--- src/rtl/slice_byte_packer.sv ---
// Packs 0..8 byte bursts from set_bit big-endian into 32-bit words, buffers them in a FIFO and
// closes each slice with padding and a byte count. Optional trailer word: SLICE_PACK_TRAILER_EN.
module slice_byte_packer #(
  parameter int unsigned FIFO_DEPTH = 16,
  parameter int unsigned CNT_W      = 16
) (
  input  logic             clock,
  input  logic             reset_n,
  input  logic [3:0]       in_byte_count,
  input  logic [63:0]      in_val,
  input  logic             slice_end,
  output logic             in_ready,
  output logic [31:0]      out_data,
  output logic             out_valid,
  input  logic             out_ready,
  output logic [CNT_W-1:0] slice_size,
  output logic             slice_done,
  output logic             overflow
);

  localparam int unsigned AW      = $clog2(FIFO_DEPTH);
  localparam logic [AW:0] DepthW  = (AW+1)'(FIFO_DEPTH);
  localparam logic [AW:0] ReadyLim = DepthW - (AW+1)'(3);

  typedef enum logic [2:0] {StIdle, StRun, StPad, StTrail, StDone} state_e;

`ifdef SLICE_PACK_TRAILER_EN
  localparam state_e PadNext = StTrail;
`else
  localparam state_e PadNext = StDone;
`endif

  state_e state_q, state_d;

  logic [31:0]      mem [FIFO_DEPTH];
  logic [AW-1:0]    wr_ptr_q, rd_ptr_q;
  logic [AW:0]      count_q, count_d;
  logic [23:0]      res_q, res_d;
  logic [1:0]       res_cnt_q, res_cnt_d;
  logic [CNT_W-1:0] cnt_q, cnt_d;
  logic [CNT_W-1:0] slice_size_q;
  logic             slice_done_q, overflow_q, in_ready_q;

  logic [3:0]       nbytes;
  logic [63:0]      in_mask;
  logic [87:0]      cat, shifted;
  logic [3:0]       total;
  logic [1:0]       npush;
  logic             pop;
  logic [AW+1:0]    free_eff;
  logic             push0, push1, drop, done_set;
  logic [31:0]      wd0, wd1;

`ifdef SLICE_PACK_TRAILER_EN
  logic [31:0] cnt_ext;
  assign cnt_ext = 32'(cnt_q);
`endif

  assign nbytes  = (in_byte_count > 4'd8) ? 4'd8 : in_byte_count;
  // Zero the unused low bytes so stale data never leaks into words or padding.
  assign in_mask = ~({64{1'b1}} >> {nbytes, 3'b000});
  assign cat     = {res_q, 64'h0} | ({in_val & in_mask, 24'h0} >> {res_cnt_q, 3'b000});
  assign total   = {2'b00, res_cnt_q} + nbytes;
  assign npush   = total[3:2];
  assign shifted = cat << {npush, 5'b00000};

  assign out_valid  = (count_q != '0);
  assign out_data   = out_valid ? mem[rd_ptr_q] : 32'h0;
  assign pop        = out_valid & out_ready;
  assign free_eff   = {1'b0, DepthW} - {1'b0, count_q} + {{(AW+1){1'b0}}, pop};
  assign in_ready   = in_ready_q;
  assign slice_size = slice_size_q;
  assign slice_done = slice_done_q;
  assign overflow   = overflow_q;

  always_comb begin
    state_d   = state_q;
    res_d     = res_q;
    res_cnt_d = res_cnt_q;
    cnt_d     = cnt_q;
    push0     = 1'b0;
    push1     = 1'b0;
    drop      = 1'b0;
    done_set  = 1'b0;
    wd0       = cat[87:56];
    wd1       = cat[55:24];
    unique case (state_q)
      StIdle, StRun: begin
        res_d     = shifted[87:64];
        res_cnt_d = total[1:0];
        cnt_d     = cnt_q + CNT_W'(nbytes);
        if (npush != 2'd0) begin
          if (free_eff >= (AW+2)'(1)) push0 = 1'b1;
          else                        drop  = 1'b1;
        end
        if (npush == 2'd2) begin
          if (free_eff >= (AW+2)'(2)) push1 = 1'b1;
          else                        drop  = 1'b1;
        end
        if (slice_end)           state_d = StPad;
        else if (nbytes != 4'd0) state_d = StRun;
      end
      StPad: begin
        drop = (in_byte_count != 4'd0);
        if (res_cnt_q == 2'd0) begin
          state_d = PadNext;
        end else if (free_eff != '0) begin
          push0     = 1'b1;
          wd0       = {res_q, 8'h00};
          res_d     = '0;
          res_cnt_d = '0;
          state_d   = PadNext;
        end
      end
`ifdef SLICE_PACK_TRAILER_EN
      StTrail: begin
        drop = (in_byte_count != 4'd0);
        if (free_eff != '0) begin
          push0   = 1'b1;
          wd0     = {16'hA5A5, cnt_ext[15:0]};
          state_d = StDone;
        end
      end
`endif
      StDone: begin
        drop      = (in_byte_count != 4'd0);
        done_set  = 1'b1;
        cnt_d     = '0;
        res_d     = '0;
        res_cnt_d = '0;
        state_d   = StIdle;
      end
      default: state_d = StIdle;
    endcase
  end

  assign count_d = count_q + (AW+1)'(push0) + (AW+1)'(push1) - (AW+1)'(pop);

  // Storage has no reset; occupancy is tracked by the pointers and count.
  always_ff @(posedge clock) begin
    if (push0) mem[wr_ptr_q] <= wd0;
    if (push1) mem[wr_ptr_q + AW'(1)] <= wd1;
  end

  always_ff @(posedge clock or negedge reset_n) begin
    if (!reset_n) begin
      state_q      <= StIdle;
      wr_ptr_q     <= '0;
      rd_ptr_q     <= '0;
      count_q      <= '0;
      res_q        <= '0;
      res_cnt_q    <= '0;
      cnt_q        <= '0;
      slice_size_q <= '0;
      slice_done_q <= 1'b0;
      overflow_q   <= 1'b0;
      in_ready_q   <= 1'b0;
    end else begin
      state_q      <= state_d;
      wr_ptr_q     <= wr_ptr_q + AW'(push0) + AW'(push1);
      rd_ptr_q     <= rd_ptr_q + AW'(pop);
      count_q      <= count_d;
      res_q        <= res_d;
      res_cnt_q    <= res_cnt_d;
      cnt_q        <= cnt_d;
      slice_done_q <= done_set;
      if (done_set) slice_size_q <= cnt_q;
      if (drop)     overflow_q   <= 1'b1;
      in_ready_q   <= (count_d <= ReadyLim);
    end
  end

endmodule

--- config.mk ---
export PLATFORM = sky130hd
export DESIGN_NAME = slice_byte_packer
export DESIGN_NICKNAME = d
export VERILOG_FILES = /design/src/rtl/slice_byte_packer.sv
export SDC_FILE = /design/constraint.sdc
export NUM_CORES = 1
export LEC_CHECK = 0
export CORE_UTILIZATION = 30
export DETAILED_ROUTE_END_ITERATION = 7
export PLACE_DENSITY_LB_ADDON = 0.1
export SYNTH_ARGS = -nofsm -noshare
export SYNTH_HDL_FRONTEND = slang
export SYNTH_SLANG_ARGS = --single-unit
export TNS_END_PERCENT = 100
--- constraint.sdc ---
create_clock -name clock -period 6 [get_ports clock]
set_input_delay 0.9 -clock clock [delete_from_list [all_inputs] [get_ports clock]]
set_output_delay 0.9 -clock clock [all_outputs]
set_load 0.1 [all_outputs]
==> flow_summary.json, run 1 <==
{
  "grt_overflow": 0,
  "cts_buffers": 71,
  "dp_hpwl_microns": 69900,
  "route.detailed.drc": 0,
  "cts_resized": 0,
  "dpl_cell_area_sq_mm": 0.0343,
  "cpMaxStageDelayCell": "clkdlybuf4s50_1",
  "synthAdderAreaFrac": 0.0104,
  "final_cells": 3609,
  "status": "completed",
  "tightest_slew_ns": 1.26,
  "setup-violations-final": 0,
  "dieArea_sq_mm": 0.105,
  "grt_max_degree": 47,
  "ant_nets": 0,
  "ys_ff_latch": 589,
  "via_per_inst": 5.55,
  "hold_viol": 0,
  "yosysSeqAreaShare": 0.554,
  "fmax_ghz": 0.197,
  "htree_levels": 3,
  "crit_top_cell": "mux4_2",
  "swShare": 0.448,
  "postSynthCellCount": 2095,
  "synth_top_family_by_area": "multiplexers",
  "ys.flop_type": "edfxtp_1",
  "irDropWorstVdd_mv": 0.436,
  "synth_compound_area_frac": 0.0587,
  "fillers": 9929,
  "maxSlewViolCount": 0,
  "period_needed_ns": 5.07,
  "min_path_type": "in -> async",
  "synth_nets": 2190,
  "drive_above_1_share": 0.193,
  "gp_congestion": 0.863,
  "placementRows": 117,
  "ys_top_cells_by_area": "edfxtp_1, mux2i_1, mux4_2",
  "reg2reg_from": "count_q[2]$_DFF_PN0_",
  "root_buffer": "clkbuf_16",
  "cts_tree": "done",
  "async_reset_ff_frac": 0.131,
  "synthMuxAreaShare": 0.295,
  "synth_xor_area_frac": 0.00417,
  "p_leak_nw": 15.7,
  "maxSlewHeadroom": 0.154,
  "synth_cell_types": 68,
  "final_area_sq_mm": 0.0365,
  "fp.dieH_microns": 325,
  "clockPowerShare": 0.185,
  "io_buffer_count": 123,
  "grt_pass1_vias": 21100,
  "r2r_setup_slack_ns": 1.10,
  "routed_wl_microns": 113000,
  "synthSimpleGateAreaFrac": 0.0443,
  "die_w_microns": 325,
  "antenna_found_initial": 1,
  "path_cells": "buf_12 -> mux4_2 -> mux4_2 -> and2_1 -> clkdlybuf4s50_1",
  "power_density_mw_per_mm2": 624,
  "synth.largest_area_cell": "edfxtp_1",
  "critPathBufInv": 2,
  "p_switching_mw": 10.2,
  "vias": 20000,
  "slowest_delay_ns": 0.96,
  "antennaDiodeCount": 0,
  "critical_path_class": "reg -> out",
  "skew_ns": 0.0201,
  "grt_pass1_wl_microns": 162000,
  "first_pass_iters": 5,
  "fin_nets": 2283,
  "holdBufCountCts": 0,
  "grt_usage": 0.214,
  "cts_buffer_depth": 3,
  "path_clk_slew_ns": 0.05,
  "startpoint": "rd_ptr_q[0]$_DFF_PN0_",
  "fin_crit_sh": 0.845,
  "synth_warnings": 0,
  "p_comb_frac": 0.519,
  "startpoint_type": "flip-flop",
  "synth_top_cell_area_share": 0.492,
  "cp_top_family": "buffers and inverters",
  "dr.first_iter.drc_count": 1521,
  "crit_path_max_fanout": 45,
  "required_ns": 5.10,
  "wl_per_cell_microns": 31.4,
  "cts_sinks": 589,
  "synth_enable_flop_cells": 512,
  "start_util": 0.305,
  "io_pins": 124,
  "regArea_sq_mm": 0.0173,
  "utilization": 0.356,
  "cp-end-kind": "primary output",
  "post-cts-setup-buffer-count": 0,
  "multi_input_area_sq_mm": 0.0132,
  "dpl.cell_count": 3483,
  "arrival_ns": 4.17,
  "rsz0062_at_grt": "false",
  "core-area_sq_mm": 0.102,
  "drv_cap": 0,
  "clock_latency_ns": 0.62,
  "syn2layout_area_growth_pct": 17.0,
  "internal_power_mw": 12.6,
  "synth_area_sq_mm": 0.0312,
  "postSynthAreaPerCell_sq_um": 14.9,
  "power_frac_seq": 0.296
}
worst reg2reg max path, delay by kind of cell, from the launching register on:
family	cells	cell delay (ns)
simple gates	6	1.66
compound gates	2	1.30
fa+ha+maj	3	0.62
buf+inv	3	0.58
flops	1	0.42
synth_stat cells, types with 5 or more instances:
| master | n |
|---|---|
| a22o_1 | 35 |
| o21ai_1 | 29 |
| o22ai_1 | 8 |
| nor4_1 | 8 |
| a21o_1 | 12 |
| a31o_2 | 8 |
| fa_1 | 5 |
| mux2i_1 | 541 |
| buf_6 | 9 |
| inv_1 | 16 |
| ha_1 | 18 |
| buf_1 | 12 |
| nor3_1 | 8 |
| o31ai_1 | 5 |
| a221o_1 | 23 |
| dfrtp_1 | 77 |
| nand4_1 | 6 |
| nand3_1 | 16 |
| buf_2 | 103 |
| o21ai_0 | 48 |
| xnor2_1 | 9 |
| a211o_1 | 9 |
| nor2b_1 | 7 |
| a22oi_1 | 17 |
| edfxtp_1 | 512 |
| mux2_2 | 8 |
| and3_1 | 11 |
| and2_1 | 35 |
| buf_4 | 10 |
| a211oi_1 | 7 |
| a21oi_1 | 37 |
| nor2_1 | 76 |
| mux4_2 | 160 |
| clkbuf_1 | 63 |
| mux2i_2 | 7 |
| nand2b_1 | 8 |
| nand2_1 | 83 |
through the flow:
step	setup slack, ns	total power, mW	TNS, ns	hold slack [ns]
after floorplan	-0.213	14.7	-27.25	0.448
after CTS	0.850	23.0	0	0.209
after global routing	0.775	23.8	0	0.239
after detailed placement	0.597	18.7	0	0.466
after global placement	0.692	18.6	0	0.468
final	0.928	22.8	0	0.239
final timing paths:
check	endpoint	cells after the start
max	out_data[11]	5
min	slice_size[15]$_DFFE_PN0P_	1
max reg2reg	mem[9][10]$_DFFE_PP_	14
min reg2reg	slice_size[10]$_DFFE_PN0P_	2
max in group asynchronous	rd_ptr_q[2]$_DFF_PN0_	2
min in group clock	slice_size[10]$_DFFE_PN0P_	2
power by group through the flow:
stage	logic [mW]	clock network, mW	registers [mW]
floorplan	7.99	0	6.76
global placement	11.8	0	6.81
detailed placement	11.9	0	6.83
CTS	11.9	4.32	6.76
global route	12.5	4.46	6.84
finish	11.8	4.21	6.75
registers in the layout, summed over array words and instances (netlist names):
register / flops
slice_size: 16
res_q: 24
cnt_q: 16
slice_done: 1
in_ready: 1
res_cnt_q: 2
rd_ptr_q: 4
state_q: 3
wr_ptr_q: 4
overflow: 1
count_q: 5
mem: 512
cells by family after synthesis:
group | count (synthesis)
buffers and inverters | 215
XOR/XNOR | 14
AND/OR/NAND/NOR | 278
flip-flops | 589
adder cells (fa/ha/maj) | 23
AO/OA/AOI/OAI | 260
multiplexers | 716
per-layer routing:
layer / up-vias / track usage / routed length, microns
li1: 8454 / - / -
met1: 10700 / 0.297 / 51100
met2: 691 / 0.350 / 54000
met3: 149 / 0.0311 / 5730
met4: 0 / 0.0539 / 2350
met5: - / 0 / 0
cell type report:
type,instances,area share
inverter,18,0.00185
tap,1368,0.0469
timing repair buffer,217,0.0564
multi-input combinational,1291,0.360
clock buffer,94,0.0522
clock inverter,32,0.00839
sequential,589,0.474
cells in the final DEF (no fill, tap or decap), types with 17 or more instances in the layout:
| cell | count |
|---|---|
| a21oi_1 | 34 |
| a221o_1 | 23 |
| a22oi_1 | 17 |
| nor2_1 | 76 |
| clkbuf_16 | 73 |
| ha_1 | 18 |
| mux4_2 | 160 |
| mux2i_1 | 540 |
| clkdlybuf4s50_1 | 122 |
| dfrtp_1 | 73 |
| o21ai_0 | 32 |
| and2_1 | 35 |
| buf_4 | 85 |
| clkbuf_1 | 21 |
| o21ai_1 | 21 |
| edfxtp_1 | 512 |
| a22o_1 | 35 |
| nand2_1 | 80 |
No activity file was read; power rests on OpenSTA's default activity.
==> inputs of run 2 (changes only) <==
- clock period: 6 -> 4.8 ns (I/O delays scaled with it)
==> run 2 against run 1 <==
  * Via count shrank 0.11%
  * Flip-flop and latch count is the same
  * Sequential power grew 25%
  * Die area is the same
  * Non-clock buffer count grew 43
  * Clock power grew 28%
  * Sequential share of layout area shrank 0.64 points
  * Critical endpoint is now mem[6][23]$_DFFE_PP_
  * Largest power group unchanged
  * Highest routed layer unchanged
==> flow_summary.json, run 2 (same netlist as run 1, synthesis figures left out) <==
{
  "largest_register_ffs": 512,
  "skew_ns": 0.0351,
  "rsz0062_at_grt": "false",
  "dieArea_sq_mm": 0.105,
  "power_frac_seq": 0.293,
  "htree_levels": 3,
  "arrival_ns": 4.72,
  "cts_buffers": 73,
  "multi_input_area_sq_mm": 0.0131,
  "fp.dieH_microns": 325,
  "min_path_type": "in -> async",
  "vias": 20000,
  "grt_use_met1": 0.285,
  "route.detailed.drc": 0,
  "io_buffer_count": 123,
  "final_cell_mix": "mux2i_1, edfxtp_1, mux4_2, buf_4, clkdlybuf4s50_1",
  "p_leak_nw": 16.1,
  "drive_above_1_share": 0.218,
  "fmax_ghz": 0.227,
  "total_power_mw": 28.7,
  "die_w_microns": 325,
  "clockPowerShare": 0.188,
  "power_density_mw_per_mm2": 776,
  "io_pins": 124,
  "holdBufCountCts": 0,
  "regArea_sq_mm": 0.0173,
  "top_regs": "mem x512, res_q x24",
  "grt_overflow": 0,
  "startpoint_type": "flip-flop",
  "maxSlewHeadroom": 0.150,
  "ant_nets": 0,
  "gp_congestion": 0.847,
  "syn2layout_area_growth_pct": 18.6,
  "setup_slack_ns": 0.404,
  "p_comb_frac": 0.519,
  "routed_wl_microns": 115000,
  "dp_hpwl_microns": 72500,
  "drv_cap": 0,
  "swShare": 0.447,
  "antennaDiodeCount": 0,
  "regMostFlops": "mem",
  "fin_nets": 2328,
  "cts_resized": 0,
  "internal_power_mw": 15.9,
  "layout_commonest_cell": "mux2i_1",
  "tns_ns": 0,
  "busiest_layer": "met2",
  "p_switching_mw": 12.8,
  "via_per_inst": 5.47,
  "final_area_sq_mm": 0.0370,
  "fin_crit_sh": 0.916,
  "post-cts-setup-buffer-count": 0,
  "grt_max_degree": 59,
  "grt_pass1_wl_microns": 164000,
  "start_util": 0.305,
  "maxSlewViolCount": 0,
  "cts_sinks": 589,
  "first_pass_iters": 5,
  "fillers": 9943,
  "status": "completed",
  "setup-violations-final": 0,
  "wl_per_cell_microns": 31.5,
  "critical_path_class": "reg -> reg",
  "path_clk_slew_ns": 0.06,
  "crit_path_max_fanout": 14,
  "irDropWorstVdd_mv": 0.499,
  "cp-end-kind": "flip-flop",
  "grt_usage": 0.217,
  "core-area_sq_mm": 0.102,
  "dr.first_iter.drc_count": 1522,
  "antenna_found_initial": 1,
  "dp_slack_ns": 0.264,
  "required_ns": 5.13,
  "dpl_cell_area_sq_mm": 0.0348,
  "grtUsageMet2": 0.370,
  "root_buffer": "clkbuf_16",
  "cts_tree": "done",
  "grt_pass1_vias": 21400,
  "tightest_slew_ns": 1.27,
  "period_needed_ns": 4.40,
  "clock_latency_ns": 0.65,
  "placementRows": 117,
  "cts_buffer_depth": 3,
  "hold_viol": 0,
  "grt_util_met3": 0.0330
}
-- run 2: cell count changes in the layout (fill, tap and decap cells not counted), sizes merged --
cell           delta
clkinvlp          -1
clkdlybuf4s50    -32
clkbuf            +3
clkinv            +3
buf              +75
-- run 2: power by group through the flow --
stage	clock [mW]	sequential (mW)	combinational, mW
after CTS	5.53	8.45	15.1
after global placement	0	8.52	14.9
after detailed placement	0	8.54	15.0
after floorplan	0	8.43	10.0
final	5.40	8.42	14.9
after global routing	5.69	8.55	15.8
-- run 2: final timing paths --
check,startpoint,end,slack (ns),cells past startpoint
setup / recovery,count_q[2]$_DFF_PN0_,mem[6][23]$_DFFE_PP_,0.40,15
max in group asynchronous,reset_n,rd_ptr_q[1]$_DFF_PN0_,3.73,2
min in group clock,slice_size[2]$_DFFE_PN0P_,slice_size[2]$_DFFE_PN0P_,0.48,2
hold reg to reg,slice_size[2]$_DFFE_PN0P_,slice_size[2]$_DFFE_PN0P_,0.48,2
hold / removal,reset_n,slice_size[10]$_DFFE_PN0P_,0.20,1
setup reg to reg,count_q[2]$_DFF_PN0_,mem[6][23]$_DFFE_PP_,0.40,15
-- run 2: metrics by stage --
step           utilization  hold WS, ns  cells
3_3_place_gp         0.339        0.467   3526
4_1_cts              0.361        0.206   3657
5_1_grt              0.361        0.250   3657
2_1_floorplan            -        0.424   2095
6_report             0.361        0.202   3657
3_5_place_dp         0.339        0.465   3526
-- run 2: cell type report --
class / count / area share
clock buffer: 97 / 0.0532
clock inverter: 34 / 0.00801
inverter: 18 / 0.00183
multi-input combinational: 1291 / 0.354
sequential: 589 / 0.468
tap: 1368 / 0.0462
timing repair buffer: 260 / 0.0686
-- run 2: layer usage --
metal / vias up / routed length, microns / part of all wire
li1: 8558 / - / -
met1: 10700 / 49700 / 0.43
met2: 633 / 56900 / 0.49
met3: 168 / 5740 / 0.050
met4: 0 / 2920 / 0.025
met5: - / 0 / 0
-- run 2: critical path, stage by stage (launching register included) --
cell      delay, ns
dfrtp_1        0.42
inv_1          0.14
ha_1           0.20
nand2b_1       0.08
or3_2          0.42
nand2_1        0.10
ha_1           0.18
inv_1          0.05
ha_1           0.24
a41oi_1        0.39
nor3_1         0.13
nor2_1         0.17
buf_4          0.17
nand2_1        0.23
o21ai_4        0.86
buf_4          0.29
==> inputs of run 3 (changes only) <==
- CORE_MARGIN: unset -> 2
- MAX_ROUTING_LAYER: unset -> met4
==> run 3 against run 2 <==
  * Power about the same
  * Core utilization down 0.33 points
  * Non-clock buffer count unchanged
  * Via count up 0.57%
  * Sequential share of layout area about the same
  * Cell area about the same
  * Critical path depth unchanged
  * Worst setup slack worse by 0.0080 ns
  * Clock power down 0.7%
  * Maximum frequency down 0.18%
  * Count of clock-buffer cells in the layout up 1
  * Critical path type unchanged
  * Largest cell class unchanged
  * Highest routed layer unchanged
==> flow_summary.json, run 3 (same netlist as run 1, synthesis figures left out) <==
{
  "status": "completed",
  "syn2layout_area_growth_pct": 18.5,
  "crit_path_max_fanout": 14,
  "drv_cap": 0,
  "gp_congestion": 0.902,
  "maxSlewHeadroom": 0.199,
  "dieArea_sq_mm": 0.107,
  "fin_crit_sh": 0.918,
  "htree_levels": 3,
  "irDropWorstVdd_mv": 0.584,
  "top_regs": "mem x512, res_q x24",
  "antennaDiodeCount": 0,
  "clock_latency_ns": 0.64,
  "cp_top_family": "simple AND/OR/NAND/NOR gates",
  "cts_sinks": 589,
  "critPathBufInv": 4,
  "holdBufCountCts": 0,
  "maxSlewViolCount": 0,
  "rsz0062_at_grt": "false",
  "fin_nets": 2327,
  "ant_nets": 0,
  "min_path_type": "in -> async",
  "cts_resized": 0,
  "drive_above_1_share": 0.222,
  "largest_register_ffs": 512,
  "cts_tree": "done",
  "path_clk_slew_ns": 0.06,
  "crit_top_cell": "ha_1",
  "start_util": 0.302,
  "routed_wl_microns": 118000,
  "path_cells": "inv_1 -> ha_1 -> nand2b_1 -> or3_2 -> nand2_1 -> ha_1 -> inv_1 -> ha_1 -> a41oi_1 -> nor3_1 -> nor2_1 -> buf_4 -> nand3_1 -> o21ai_4 -> buf_12",
  "wl_per_cell_microns": 32.1,
  "arrival_ns": 4.74,
  "fmax_ghz": 0.227,
  "die_w_microns": 327,
  "slowest_delay_ns": 0.79,
  "tightest_slew_ns": 1.18,
  "cts_buffer_depth": 3,
  "regMostFlops": "mem",
  "p_leak_nw": 16.1,
  "antenna_found_initial": 0,
  "grt_max_degree": 53,
  "dpl.cell_count": 3538,
  "cp-end-kind": "flip-flop",
  "final_cell_mix": "mux2i_1, edfxtp_1, mux4_2, buf_4, clkdlybuf4s50_1",
  "grt_overflow": 0,
  "post-cts-setup-buffer-count": 0,
  "dp_hpwl_microns": 73300,
  "power_density_mw_per_mm2": 777,
  "final_cells": 3668,
  "r2r_setup_slack_ns": 0.40,
  "core-area_sq_mm": 0.103,
  "layout_commonest_cell": "mux2i_1",
  "cpMaxStageDelayCell": "o21ai_4",
  "startpoint_type": "flip-flop",
  "via_per_inst": 5.49,
  "grt_usage": 0.227,
  "total_power_mw": 28.7,
  "skew_ns": 0.0198,
  "critical_path_class": "reg -> reg",
  "root_buffer": "clkbuf_16",
  "dpl_cell_area_sq_mm": 0.0347,
  "dr.first_iter.drc_count": 1769,
  "grt_pass1_vias": 21200,
  "final_area_sq_mm": 0.0370,
  "io_buffer_count": 123,
  "fp.dieH_microns": 327,
  "grt_pass1_wl_microns": 167000,
  "first_pass_iters": 5,
  "period_needed_ns": 4.40,
  "io_pins": 124,
  "required_ns": 5.13,
  "hold_viol": 0,
  "setup-violations-final": 0,
  "multi_input_area_sq_mm": 0.0132,
  "cts_buffers": 72,
  "regArea_sq_mm": 0.0173,
  "vias": 20100,
  "route.detailed.drc": 0,
  "placementRows": 118,
  "fillers": 10000
}
## run 3: routing by layer
| layer | global-route usage | part of all wire | vias up |
|---|---|---|---|
| met4 | 0.0569 | 0.020 | 0 |
| met5 | - | 0 | - |
| met1 | 0.306 | 0.45 | 10800 |
| met3 | 0.0282 | 0.050 | 129 |
| met2 | 0.363 | 0.48 | 689 |
| li1 | - | - | 8548 |
## run 3: path summary, 6_finish.rpt
path,to,start,depth (start not counted)
min,slice_done$_DFF_PN0_,reset_n,1
min reg2reg,slice_size[2]$_DFFE_PN0P_,slice_size[2]$_DFFE_PN0P_,2
max,mem[13][2]$_DFFE_PP_,count_q[2]$_DFF_PN0_,15
max in group asynchronous,rd_ptr_q[0]$_DFF_PN0_,reset_n,2
max reg2reg,mem[13][2]$_DFFE_PP_,count_q[2]$_DFF_PN0_,15
min in group clock,slice_size[2]$_DFFE_PN0P_,slice_size[2]$_DFFE_PN0P_,2
## run 3: where the power goes
| group | internal (mW) | switching [mW] |
|---|---|---|
| registers | 7.69 | 0.690 |
| clock network | 3.09 | 2.28 |
| logic | 5.08 | 9.91 |
## run 3: area by class of cell
| type | count | share of cell area |
|---|---|---|
| clock buffer | 98 | 0.0539 |
| clock inverter | 32 | 0.00754 |
| inverter | 18 | 0.00183 |
| multi-input combinational | 1291 | 0.355 |
| sequential | 589 | 0.468 |
| tap | 1380 | 0.0467 |
| timing repair buffer | 260 | 0.0666 |
## run 3: worst register-to-register path, delay by kind of cell, from the launching register on
| kind | cells | cell delay [ns] |
|---|---|---|
| AOI/OAI and AO/OA | 2 | 1.16 |
| DFF | 1 | 0.41 |
| adders and majority gates | 3 | 0.62 |
| and+or+nand+nor | 6 | 1.27 |
| buffers and inverters | 4 | 0.64 |
## run 3: per-stage QoR
stage                     setup TNS [ns]  hold slack, ns  setup slack [ns]   util
final                                  0           0.133             0.395  0.358
after global routing                   0           0.174            0.0400  0.358
after floorplan                   -53.75           0.424            -0.148      -
after global placement                 0           0.468             0.401  0.336
after CTS                              0           0.129             0.340  0.358
after detailed placement               0           0.466             0.361  0.336
